`src/rtl/key_debounce_multi_if.sv`:
```
// Key debouncer bus: raw pins in, polarity-normalised level and event pulses out.
interface key_debounce_multi_if #(
  parameter int unsigned KEY_N = 4
);
  logic [KEY_N-1:0] key;
  logic [KEY_N-1:0] key_level;
  logic [KEY_N-1:0] key_press;
  logic [KEY_N-1:0] key_release;
  logic [KEY_N-1:0] key_long;
  logic [KEY_N-1:0] key_rep;

  // Board/consumer side: drives pins, observes events.
  modport master (
    output key,
    input  key_level, key_press, key_release, key_long, key_rep
  );

  // Debouncer side.
  modport slave (
    input  key,
    output key_level, key_press, key_release, key_long, key_rep
  );
endinterface

```
`src/rtl/key_debounce_multi.sv`:
```
// Multi-channel push-button debouncer: 2-FF sync, per-channel debounce window,
// press/release pulses, long-press pulse and optional auto-repeat.
module key_debounce_multi #(
  parameter int unsigned KEY_N      = 4,
  parameter int unsigned ACTIVE_LOW = 1,
  parameter int unsigned CNT_MAX    = 1_000_000,
  parameter int unsigned LONG_MAX   = 50_000_000,
  parameter int unsigned REP_MAX    = 10_000_000
) (
  input logic                 clk,
  input logic                 rstn,
  key_debounce_multi_if.slave bus
);

  localparam int unsigned CNT_W    = $clog2(CNT_MAX);
  localparam int unsigned HOLD_MAX = (LONG_MAX > REP_MAX) ? LONG_MAX : REP_MAX;
  localparam int unsigned HOLD_W   = $clog2(HOLD_MAX);

  localparam logic [CNT_W-1:0]  CntLast  = CNT_W'(CNT_MAX - 1);
  localparam logic [HOLD_W-1:0] LongLast = HOLD_W'(LONG_MAX - 1);
  localparam logic [HOLD_W-1:0] RepLast  = HOLD_W'((REP_MAX > 0) ? REP_MAX - 1 : 0);
  // Pin level of a released key.
  localparam logic [KEY_N-1:0]  IdlePin  = {KEY_N{(ACTIVE_LOW != 0)}};

  typedef enum logic [1:0] {StIdle, StHeld, StLong} phase_e;

  logic [KEY_N-1:0]  s0_q, s1_q, p;
  logic [KEY_N-1:0]  level_q, level_d;
  logic [KEY_N-1:0]  press_q, press_d;
  logic [KEY_N-1:0]  release_q, release_d;
  logic [KEY_N-1:0]  long_q, long_d;
  logic [KEY_N-1:0]  rep_q, rep_d;
  logic [CNT_W-1:0]  cnt_q [KEY_N];
  logic [CNT_W-1:0]  cnt_d [KEY_N];
  logic [HOLD_W-1:0] hold_q [KEY_N];
  logic [HOLD_W-1:0] hold_d [KEY_N];
  phase_e            state_q [KEY_N];
  phase_e            state_d [KEY_N];

  // Polarity-normalised synchronised pins: 1 = pressed.
  assign p = (ACTIVE_LOW != 0) ? ~s1_q : s1_q;

  // Next-state: debounce window, edge pulses and hold-phase FSM per channel.
  always_comb begin
    level_d   = level_q;
    press_d   = '0;
    release_d = '0;
    long_d    = '0;
    rep_d     = '0;
    for (int i = 0; i < KEY_N; i++) begin
      cnt_d[i]   = '0;
      hold_d[i]  = hold_q[i];
      state_d[i] = state_q[i];

      // Any sample agreeing with the level restarts the window.
      if (p[i] != level_q[i]) begin
        if (cnt_q[i] == CntLast) begin
          level_d[i]   = p[i];
          press_d[i]   = p[i];
          release_d[i] = ~p[i];
        end else begin
          cnt_d[i] = cnt_q[i] + CNT_W'(1);
        end
      end

      // Release wins over a long/repeat due on the same edge.
      unique case (state_q[i])
        StIdle: begin
          hold_d[i] = '0;
          if (press_d[i]) state_d[i] = StHeld;
        end
        StHeld: begin
          if (release_d[i]) begin
            state_d[i] = StIdle;
            hold_d[i]  = '0;
          end else if (hold_q[i] == LongLast) begin
            long_d[i]  = 1'b1;
            state_d[i] = StLong;
            hold_d[i]  = '0;
          end else begin
            hold_d[i] = hold_q[i] + HOLD_W'(1);
          end
        end
        StLong: begin
          if (release_d[i]) begin
            state_d[i] = StIdle;
            hold_d[i]  = '0;
          end else if (REP_MAX != 0) begin
            if (hold_q[i] == RepLast) begin
              rep_d[i]  = 1'b1;
              hold_d[i] = '0;
            end else begin
              hold_d[i] = hold_q[i] + HOLD_W'(1);
            end
          end
        end
        default: begin
          state_d[i] = StIdle;
          hold_d[i]  = '0;
        end
      endcase
    end
  end

  // State registers; async reset parks synchronisers at the released pin level.
  always_ff @(posedge clk or negedge rstn) begin
    if (!rstn) begin
      s0_q      <= IdlePin;
      s1_q      <= IdlePin;
      level_q   <= '0;
      press_q   <= '0;
      release_q <= '0;
      long_q    <= '0;
      rep_q     <= '0;
      for (int i = 0; i < KEY_N; i++) begin
        cnt_q[i]   <= '0;
        hold_q[i]  <= '0;
        state_q[i] <= StIdle;
      end
    end else begin
      s0_q      <= bus.key;
      s1_q      <= s0_q;
      level_q   <= level_d;
      press_q   <= press_d;
      release_q <= release_d;
      long_q    <= long_d;
      rep_q     <= rep_d;
      for (int i = 0; i < KEY_N; i++) begin
        cnt_q[i]   <= cnt_d[i];
        hold_q[i]  <= hold_d[i];
        state_q[i] <= state_d[i];
      end
    end
  end

  assign bus.key_level   = level_q;
  assign bus.key_press   = press_q;
  assign bus.key_release = release_q;
  assign bus.key_long    = long_q;
  assign bus.key_rep     = rep_q;

endmodule

```
`src/flat_wrapper.sv`:
```
// flat-port wrapper written by rule: the top's interface ports become plain ports
module key_debounce_multi_flat 
#(
  parameter int unsigned KEY_N      = 4,
  parameter int unsigned ACTIVE_LOW = 1,
  parameter int unsigned CNT_MAX    = 1_000_000,
  parameter int unsigned LONG_MAX   = 50_000_000,
  parameter int unsigned REP_MAX    = 10_000_000
)
  (clk, rstn, bus_key, bus_key_level, bus_key_press, bus_key_release, bus_key_long, bus_key_rep);
  key_debounce_multi_if #(.KEY_N(KEY_N)) bus_i ();
  input logic clk;
  input logic rstn;
  input wire logic [$bits(bus_i.key)-1:0] bus_key;
  output wire logic [$bits(bus_i.key_level)-1:0] bus_key_level;
  output wire logic [$bits(bus_i.key_press)-1:0] bus_key_press;
  output wire logic [$bits(bus_i.key_release)-1:0] bus_key_release;
  output wire logic [$bits(bus_i.key_long)-1:0] bus_key_long;
  output wire logic [$bits(bus_i.key_rep)-1:0] bus_key_rep;
  assign bus_i.key = bus_key;
  assign bus_key_level = bus_i.key_level;
  assign bus_key_press = bus_i.key_press;
  assign bus_key_release = bus_i.key_release;
  assign bus_key_long = bus_i.key_long;
  assign bus_key_rep = bus_i.key_rep;
  key_debounce_multi #(.KEY_N(KEY_N), .ACTIVE_LOW(ACTIVE_LOW), .CNT_MAX(CNT_MAX), .LONG_MAX(LONG_MAX), .REP_MAX(REP_MAX)) u_core (.clk(clk), .rstn(rstn), .bus(bus_i));
endmodule
```
`config.mk`:
```
export PLATFORM = sky130hd
export DESIGN_NAME = key_debounce_multi_flat
export DESIGN_NICKNAME = d
export VERILOG_FILES = /design/src/rtl/key_debounce_multi_if.sv /design/src/rtl/key_debounce_multi.sv /design/src/flat_wrapper.sv
export SDC_FILE = /design/constraint.sdc
export NUM_CORES = 1
export LEC_CHECK = 0
export ABC_AREA = 1
export CELL_PAD_IN_SITES_DETAIL_PLACEMENT = 1
export CELL_PAD_IN_SITES_GLOBAL_PLACEMENT = 1
export CORE_MARGIN = 2
export CORE_UTILIZATION = 43
export CTS_BUF_LIST = sky130_fd_sc_hd__clkbuf_8 sky130_fd_sc_hd__clkbuf_16
export DETAILED_ROUTE_END_ITERATION = 6
export GPL_ROUTABILITY_DRIVEN = 0
export PLACE_DENSITY = 0.79
export SYNTH_ARGS = -nofsm -noshare
export SYNTH_HDL_FRONTEND = slang
export SYNTH_SLANG_ARGS = --single-unit
```
`constraint.sdc`:
```
create_clock -name clk -period 1.7 [get_ports clk]
set_input_delay 0.17 -clock clk [delete_from_list [all_inputs] [get_ports clk]]
set_output_delay 0.17 -clock clk [all_outputs]
set_load 0.01 [all_outputs]
```
### Word-level counts from Yosys, hierarchy flattened

Index checks and enable logic that the tools add are counted.

| word-level totals | value |
|---|---|
| logic and storage cells | 171 |
| register bits after elaboration | 220 |
| bits in writable memories | 0 |
| memory bits (read-only) | 0 |
| input port bits | 6 |
| output and inout port bits | 20 |
| memories | 0 |
| bits in latches | 0 |

| operators by class | value |
|---|---|
| muxes and demuxes | 88 |
| equal/unequal tests | 36 |
| reductions and logical operators | 12 |
| magnitude comparators | 0 |
| div/mod/pow operators | 0 |
| bitwise logic cells | 5 |
| add/sub/neg operators | 8 |
| shift-type cells | 0 |
| multiply operators | 0 |

Operators with widths:

| cell | number |
|---|---|
| 26-bit 2-to-1 mux | 16 |
| 26-bit one-hot mux with 2 select lines | 4 |
| 20-bit 2-to-1 mux | 8 |
| 26-bit by 1-bit adder with 26-bit output (second input constant) | 4 |
| 26-bit by 24-bit equality test with 1-bit output (second input constant) | 4 |
| 26-bit equality test (second input constant) | 4 |
| 20-bit by 1-bit adder with 20-bit output (second input constant) | 4 |
| 20-bit equality test (second input constant) | 4 |
| 1-bit 2-to-1 mux | 40 |
| 2-bit 2-to-1 mux | 16 |
| 2-bit one-hot mux with 3 select lines | 4 |
| 2-bit by 1-bit != test with 1-bit output (second input constant) | 8 |
| 3-bit by 1-bit != test with 1-bit output (second input constant) | 4 |
| 3-bit AND reduction | 4 |
| 2-bit by 1-bit equality test with 1-bit output (second input constant) | 4 |
| 2-bit equality test (second input constant) | 4 |
| 2-bit logical NOT | 4 |
| 2-bit AND reduction | 4 |
| 1-bit != test | 4 |
| 1-bit NOT | 4 |
| 4-bit NOT | 1 |

### Depth between registers and ports, before layout

| depth | value |
|---|---|
| depth after elaboration | 6 |
| mapped depth | 11 |
| mapped depth without buffers | 11 |

### Worst setup path after synthesis

No wires, ideal clock.

| timing | value |
|---|---|
| kind | reg2reg |
| start | register u_core.cnt_q[20] (netlist bit) |
| end | register u_core.hold_q[26] (netlist bit) |
| data required time | 1579 ps |
| arrival time | 1492 ps |
| period minus slack after synthesis | 1613 ps |
| setup time | 121 ps |
| cell stages (with the launch flop) | 10 |
| path slack | 87 ps |
| path through | dfrtp_1 ha_1 nand3_1 nor2_2 nand4_2 nand3_2 nand2_2 nand2_4 buf_12 nor2_2 |

RTL lines:

| what | RTL line | text |
|---|---|---|
| from (decl) | key_debounce_multi.sv:33 | `logic [CNT_W-1:0] cnt_q [KEY_N];` |
| from (signal, indexed assignment) | key_debounce_multi.sv:129 | `cnt_q[i] <= cnt_d[i];` |
| to (signal, indexed assignment) | key_debounce_multi.sv:130 | `hold_q[i] <= hold_d[i];` |
| to (decl) | key_debounce_multi.sv:35 | `logic [HOLD_W-1:0] hold_q [KEY_N];` |

==> impl_summary.txt <==
----------------------------------------------------
[CTS]
  Maximum clock path buffer count ... 3
  TritonCTS clock tree ... yes
  CTS Root Cell ... clkbuf_16
  Total clock buffers created by CTS ... 25
  Clock transition time at the flip-flop clock pins of the worst setup and hold paths ... 0.06 ns
  Number of clock sinks seen by CTS ... 220
  Clock insertion delay at the later pin of the skew report ... 0.54 ns
  Count of H-tree levels built during CTS ... 1

[STA]
  Max_slew headroom ... 54.0%
  Smallest setup slack after layout ... -0.127 ns
  Final period util ... 107%
  Upper clock frequency limit ... 547 MHz
  RSZ-0062 raised after global routing ... true
  Final setup viols ... 60
  Period minus WS final ... between 1.5 and 2 ns
  Final-report hold violation count ... 0
  Fin Clk Skew ... 0.0265 ns
  Total count of max-transition violations in the final report ... 0
  Measured slew at the worst slew-check pin ... 0.690 ns

[Cells and area]
  Top library cells by usage in the layout, fill and taps aside ... nand2_1, nor2_1, dfrtp_1
  NumNets Final ... 1,853
  Leading cell type in the layout, fill and taps excluded ... nand2_1
  Utilization after layout ... a little under three fifths
  Layout fillers ... 3,490
  Proportion of layout cells with a drive suffix above 1 ... 24.8%
  Area added between synthesis and finish ... 30.8%
  Combined area of the multi-input logic cells ... 6990 um2
  Diodes inserted ... 0
  Area used by sequential logic in the layout ... 5520 um2

[Run]
  Max cap viols ... 0

[Die]
  Width of the die ... ~170 um
  Initial core utilization ... 43.4%
  Site row count ... 62
  Die H ... approximately 170 um
  Boundary Pins ... 26
  Total Die Area ... 30,200 um2
  Floorplan core area ... 28,500 um2

[Global routing]
  Vias in the first global route ... roughly 12,000
  Total track usage ... between 20% and 30%
  Maximum number of pins on one net before global-route repair ... 60
  Total overflow reported by the global router ... 0
  Antenna violations before repair ... 0
  Global-route wire length before repair ... 58,300 um

[Worst setup path]
  Critical Path Source Type ... register
  CP bufs+invs ... 0
  Peak fanout along the critical path ... 7
  Largest delay share family, worst path ... simple AND/OR/NAND/NOR gates
  Worst-path cell chain ... ha_2 -> nand3_4 -> nor2_4 -> nand2_2 -> nor2_4 -> nand3_4 -> nand3_4 -> nand2_8 -> nand2_8 -> nor2_2
  Required time worst endpoint ... 2.10 ns
  Highest-delay cell along the critical path ... dfrtp_1
  Sort of element at the end of the critical path ... register
  Biggest cell delay along the critical path ... 0.39 ns
  Data arrival time at the worst-slack endpoint ... 2.23 ns
  Setup Crit Path Kind ... reg -> reg
  Most prevalent standard cell on the critical path ... nand3_4

[Power and ir drop]
  PnR Total Power ... between 10 and 15 mW
  Standby leakage power ... about 6.8 nW
  Share of power burned in the clock network ... 50.0%
  Portion of total power attributed to combinational logic ... under 10%
  Max rail drop VDD ... 0.000706 V
  Cell-internal power ... 8.77 mW
  Pwr Density ... around 690 nW/um2
  Net Sw Frac ... a little over a fifth
  Sw Pwr ... 2.47 mW
  Portion of total power attributed to sequential cells ... a little under half

[Route]
  Drt total wl ... 37,800 um
  Starting DRC count in detailed routing ... 498
  Number of iterations in the first detailed-routing pass ... 4
  Average vias per placed instance ... between 5 and 6
  Count of vias placed by the detailed router ... between 10,000 and 15,000
  Drt wl/cell ... 17.0 um
  Number of antenna-violating nets in the routed design ... 0
  Post-detailed-route DRC marker count ... 0

[Yosys]
  Number of standard cells after synthesis ... about 1,600
  Netlist area before placement ... 12,400 um2
  Number of warnings issued by yosys ... 0
  Average cell area after synthesis ... 7.64 um2
  Synth Net Count ... 1,651
  Sequential share of the synthesized area ... 44.6%
  Total of flip-flops plus latches after synthesis ... 220
  Count of cell types in the netlist ... 43

[Placed design]
  Minimum setup slack after placement ... -0.0941 ns
  Half-perimeter wire length after placement ... approximately 25,000 um
  Port Buf Inserts ... 25

[Run status]
  Failing checks ... negative setup slack
  Result of the run ... finished, violations left

[Min path]
  Tightest Hold Check Type ... in -> reg

----------------------------------------------------
sequential cells by signal, indices dropped and copies added, names as in the netlist:
name,flops
u_core.s0_q,4
u_core.bus.key_release,4
u_core.bus.key_press,4
u_core.bus.key_level,4
u_core.cnt_q,80
u_core.state_q,8
u_core.hold_q,104
u_core.bus.key_long,4
u_core.bus.key_rep,4
u_core.s1_q,4
final cells by class:
type	instances	area share, %
clock buffers	31	4.37
flip-flops and latches	220	34.1
repair inverters	1	0.0464
multi-input cells	1192	43.2
well taps	384	2.97
clock inverters	15	0.904
repair buffers	184	9.78
inverters	199	4.67
final timing paths:
kind                                        startpoint                           to  slack, ns  cells past startpoint
hold reg to reg               u_core.s0_q[2]$_DFF_PN1_     u_core.s1_q[2]$_DFF_PN1_       0.36                      0
min in group asynchronous                         rstn   u_core.cnt_q[59]$_DFF_PN0_       0.14                      2
setup / recovery           u_core.hold_q[79]$_DFF_PN0_  u_core.hold_q[90]$_DFF_PN0_      -0.13                     10
setup reg to reg           u_core.hold_q[79]$_DFF_PN0_  u_core.hold_q[90]$_DFF_PN0_      -0.13                     10
hold / removal                              bus_key[1]     u_core.s0_q[1]$_DFF_PN1_       0.04                      1
max in group asynchronous                         rstn     u_core.s1_q[3]$_DFF_PN1_       0.88                      3
cell usage after synthesis (all sizes together):
cell type  number  area share, %
nand3         127            5.9
and3            6           0.30
inv           199            6.0
nor4            5           0.25
ha             24            2.4
buf            15            1.1
clkbuf          1          0.040
nand4          39            2.1
nor3           67            3.2
o21bai          3           0.18
o21ai          38            1.5
o21a            1          0.061
nand2         360             11
a21oi          38            1.5
nor2          374             12
dfstp           8            1.7
a31oi           3           0.20
or2             3           0.15
nand3b          5           0.33
xnor2          22            1.6
xor2           58            4.1
a211oi          3           0.18
dfrtp         212             43
and2            1          0.051
o22ai           1          0.051
nor3b           7           0.52
o211a           1          0.081
cell families after synthesis:
group / share of synthesized area [%]
xor gates and xnor gates: 5.66
and+or+nand+nor: 36.3
buffers and inverters: 7.21
DFF: 44.6
adders and majority gates: 2.43
AOI/OAI and AO/OA: 3.83
what timing repair did:
item                                    in CTS  in global routing
setup buffers                                8                 26
endpoints found under the setup margin     112                154
gates resized for setup                     43                207
gates cloned                                 3                  5
hold buffers                                 1                  0
endpoints found under the hold margin      214                  0
pin swaps                                   12                 44
worst reg2reg max path: cells and delay by family (launching register included):
| kind | cells | cell delay (ns) |
|---|---|---|
| flops | 1 | 0.39 |
| simple gates | 9 | 1.06 |
| fa+ha+maj | 1 | 0.22 |
metal layers:
layer  up-vias  part of all wire, %  track usage, %
met5         -                    0               0
met4         0                  2.3            5.92
met3        67                  2.2            2.54
met2       139                   53            42.2
met1      5735                   42            28.8
li1       5548                    -               -
through the flow:
step | cells | cell area [um2] | hold slack [ns] | setup TNS [ns]
3_3_place_gp | 2137 | 14000 | 0.0918 | -0.00184
3_5_place_dp | 2137 | 14000 | 0.0943 | -5.40
5_1_grt | 2226 | 16200 | 0.0306 | -13.48
4_1_cts | 2195 | 15100 | 0.0159 | -0.960
2_1_floorplan | 1621 | 12400 | -0.126 | 0
6_report | 2226 | 16200 | 0.0383 | -3.17
power groups by stage:
stage               logic, mW  registers [mW]  clock network [mW]
CTS                     0.297            5.30                5.73
floorplan              0.0828            5.39                   0
detailed placement      0.285            5.39                   0
finish                  0.315            5.31                5.62
global route            0.358            5.31                5.94
global placement        0.275            5.39                   0
Note: power is estimated with default switching activity, not from simulation.
